`config.mk`:
```
export PLATFORM = sky130hd
export DESIGN_NAME = umi_demux_reg
export DESIGN_NICKNAME = d
export VERILOG_FILES = /design/src/rtl/umi_demux_reg.sv
export SDC_FILE = /design/constraint.sdc
export NUM_CORES = 1
export LEC_CHECK = 0
export ABC_AREA = 1
export CAP_MARGIN = 30
export CORE_AREA = 10 10 320 322
export CTS_CLUSTER_SIZE = 25
export DETAILED_ROUTE_END_ITERATION = 10
export DIE_AREA = 0 0 330 332
export PLACE_DENSITY = 0.44
export SKIP_CTS_REPAIR_TIMING = 1
export SYNTH_ARGS = -nofsm -noshare
export SYNTH_HDL_FRONTEND = slang
export SYNTH_SLANG_ARGS = --single-unit
```
`constraint.sdc`:
```
create_clock -name clk -period 16.1 [get_ports clk]
set_input_delay 3.22 -clock clk [delete_from_list [all_inputs] [get_ports clk]]
set_output_delay 3.22 -clock clk [all_outputs]
set_load 0.005 [all_outputs]
```
`src/rtl/umi_demux_reg.sv`:
```
// Single-stage registered UMI demultiplexer: one request stream is captured
// in an output register and presented to exactly one of N output ports.
module umi_demux_reg #(
  parameter int N  = 4,
  parameter int CW = 32,
  parameter int AW = 64,
  parameter int DW = 256
) (
  input  logic          clk,
  input  logic          reset,
  input  logic          umi_in_valid,
  input  logic [N-1:0]  umi_in_select,
  input  logic [CW-1:0] umi_in_cmd,
  input  logic [AW-1:0] umi_in_dstaddr,
  input  logic [AW-1:0] umi_in_srcaddr,
  input  logic [DW-1:0] umi_in_data,
  output logic          umi_in_ready,
  output logic [N-1:0]  umi_out_valid,
  input  logic [N-1:0]  umi_out_ready,
  output logic [CW-1:0] umi_out_cmd,
  output logic [AW-1:0] umi_out_dstaddr,
  output logic [AW-1:0] umi_out_srcaddr,
  output logic [DW-1:0] umi_out_data,
  output logic          umi_drop
);

  logic         full_p0;
  logic [N-1:0] sel_p0;
  logic [N-1:0] sel_d;
  logic         drain;
  logic         accept;

  // Lowest set select bit wins when upstream presents a multi-hot select.
  always_comb begin
    logic seen;
    seen  = 1'b0;
    sel_d = '0;
    for (int j = 0; j < N; j++) begin
      sel_d[j] = umi_in_select[j] & ~seen;
      seen     = seen | umi_in_select[j];
    end
  end

  assign drain         = full_p0 & |(sel_p0 & umi_out_ready);
  assign umi_in_ready  = ~full_p0 | drain;
  assign accept        = umi_in_valid & umi_in_ready;
  assign umi_out_valid = full_p0 ? sel_p0 : '0;

  // Stage p0: output register holding the packet and its destination.
  always_ff @(posedge clk or posedge reset) begin
    if (reset) begin
      full_p0         <= 1'b0;
      sel_p0          <= '0;
      umi_drop        <= 1'b0;
      umi_out_cmd     <= '0;
      umi_out_dstaddr <= '0;
      umi_out_srcaddr <= '0;
      umi_out_data    <= '0;
    end else begin
      umi_drop <= 1'b0;
      if (accept && |sel_d) begin
        full_p0         <= 1'b1;
        sel_p0          <= sel_d;
        umi_out_cmd     <= umi_in_cmd;
        umi_out_dstaddr <= umi_in_dstaddr;
        umi_out_srcaddr <= umi_in_srcaddr;
        umi_out_data    <= umi_in_data;
      end else if (accept) begin
        // No destination: the packet is swallowed and flagged.
        umi_drop <= 1'b1;
        if (drain) begin
          full_p0 <= 1'b0;
          sel_p0  <= '0;
        end
      end else if (drain) begin
        full_p0 <= 1'b0;
        sel_p0  <= '0;
      end
    end
  end

endmodule
```
==> impl_metrics.tcl <==
set metrics [dict create \
    outcome "complete, no violations" \
    clock_sinks 422 \
    syn2layout_area_growth_pct 64.43 \
    start_util_pct 17.80 \
    drive_gt1_share_pct 4.790 \
    ys_ff_latch 422 \
    post_drt_wl_per_cell_um 17.82 \
    cts_tree "done" \
    io_pins 849 \
    grt_util_all_layers_pct 12.35 \
    slew_headroom_pct 29.10 \
    row_count 114 \
    rsz0062_at_grt "no" \
    yosysSeqAreaShare_pct 61.80 \
    arrival_ps 4480 \
    cp_max_fo 8 \
    grt_pass1_vias 14190 \
    dieArea_um2 109600 \
    wl_um 70420 \
    port_buffers 848 \
    mappedNetlistArea_um2 17090 \
    via_per_inst 3.550 \
    ant_nets 0 \
    ys.flop_type "dfrtp_1" \
    overflow 0 \
    fin_crit_sh_pct 47.83 \
    first_pass_iters 4 \
    numCtsBuffers 52 \
    synth_top_cell_by_area "dfrtp_1" \
    synth_most_common_cell "nand2_1" \
    synth_area_leaders "dfrtp_1 (62%), nand2_1 (9.5%), inv_1 (9.3%)" \
    place.gp.congestion 0.8195 \
    cts-root-buf "clkbuf_16" \
    clock_skew_ps 20.00 \
    synth_edf_count 0 \
    crit_slowest_cell "clkdlybuf4s50_1" \
    syn-mean-instance-area_um2 9.466 \
    tightest_slew_ps 1063 \
    drv_cap 0 \
    fin_tns_setup_ps 0 \
    antenna_found_initial 7 \
    coreArea_um2 95990 \
    leakage_nw 13.37 \
    ir_drop_mv 0.09352 \
    drc 0 \
    crit_required_ps 12880 \
    yosysWarningCount 0 \
    drtIter0Drc 829 \
    critical_path.cell_chain "clkdlybuf4s50_1 -> nand2_1 -> nand2_1 -> nor2_2 -> nand2_4 -> clkdlybuf4s50_1" \
    h-tree-depth 2 \
    finalSetupViolCount 0 \
    cts_buffer_depth 3 \
    yosysTopAreaCellShare_pct 61.80 \
    synth_fp_nets 2232 \
    via_count 14030 \
    clk_latency_ps 610 \
    dp_hpwl_um 54670 \
    finalCriticalPeriod_ps 7700 \
    slowest_delay_ps 520 \
    crit_type "primary input to output port" \
    drv_slew 0 \
    synthCells 1805 \
    utilization_pct 29.27 \
    min_path_type "flop to flop" \
    path_clk_slew_ps 50 \
    max_freq_mhz 129.9 \
    fp.dieH_um 332 \
    grt_pass1_wl_um 100500 \
    ys_top_cells_by_count "nand2_1 (432), inv_1 (425), dfrtp_1 (422)" \
    synth.distinct_cells 18 \
    grt_start_max_net_pins 251 \
    fillerInstances 10240 \
    fin_nets 3056 \
    power.density_nw_per_um2 182.2 \
    die_x_um 330 \
    start_kind "primary input" \
    hold_viol 0 \
    endpoint_kind "output port" \
    synthArstFlopShare_pct 100.0 \
]
-- kinds of logic after synthesis --
group,count (synthesis),share of synthesized area [%]
buffers and inverters,517,15.37
and+or+nand+nor,449,10.11
DFF,422,61.80
AOI/OAI and AO/OA,417,12.72
-- cell usage in the layout (no fill, tap or decap), drive strengths merged, types with 4 or more instances in the layout --
cell type and count:
diode 4, dfrtp 422, clkinv 10, nand2 434, clkdlybuf4s50 848, clkbuf 83
nand3 8, inv 426, o21ai 417, nor2 4, buf 14
-- power breakdown --
part           internal, mW  switching [mW]  total (mW)
combinational          1.17           0.908        2.08
sequential             1.57           0.266        1.84
clock                 0.712           0.490        1.20
total                  3.46            1.66        5.12
-- worst max-delay path: cells and delay by family --
family	cells	cell delay, ps
buffers and inverters	2	970
AND/OR/NAND/NOR	4	280
-- metal layers --
layer / wire [µm] / track usage [%]
met1: 25450 / 12.82
met2: 35650 / 21.92
met3: 7713 / 5.629
met4: 1574 / 3.761
met5: 31 / 0
-- through the flow --
stage          cell area, µm²  cells  hold WS, ps  total power, mW  setup slack (ps)
4_1_cts                 28030   3946        484.1            5.249              8393
6_report                28100   3952        480.2            5.120              8400
5_1_grt                 28090   3951        497.8            5.504              8338
3_5_place_dp            26280   3849        469.0            3.989              8392
2_1_floorplan           17090   1805        475.9            2.634              1132
3_3_place_gp            26260   3848        463.7            3.982              8360
-- flip-flops by register name, summed over array words and instances (netlist names) --
| signal | count |
|---|---|
| umi_out_data | 256 |
| umi_out_dstaddr | 64 |
| umi_out_srcaddr | 64 |
| umi_out_cmd | 32 |
| sel_p0 | 4 |
| full_p0 | 1 |
| umi_drop | 1 |
-- final timing paths --
path / depth (start not counted) / from / slack [ps] / endpoint
max: 6 / umi_out_ready[0] / 8400 / umi_in_ready
max in group asynchronous: 6 / reset / 10250 / umi_out_dstaddr[25]
min: 2 / umi_out_data[131] / 480 / umi_out_data[131]
min reg2reg: 2 / umi_out_data[131] / 480 / umi_out_data[131]
min in group asynchronous: 2 / reset / 2880 / umi_out_data[89]
max reg2reg: 9 / sel_p0[2] / 12720 / umi_out_data[45]
-- final cells by class --
class | count | area (µm²) | area share, %
diodes | 4 | 10.01 | 0.03563
repair buffers | 862 | 8671 | 30.86
inverters | 425 | 1603 | 5.705
flip-flops and latches | 422 | 10560 | 37.59
multi-input cells | 866 | 3900 | 13.88
well taps | 1276 | 1597 | 5.682
clock inverters | 14 | 115.1 | 0.4097
clock buffers | 83 | 1640 | 5.838
No activity file was read; power rests on OpenSTA's default activity.
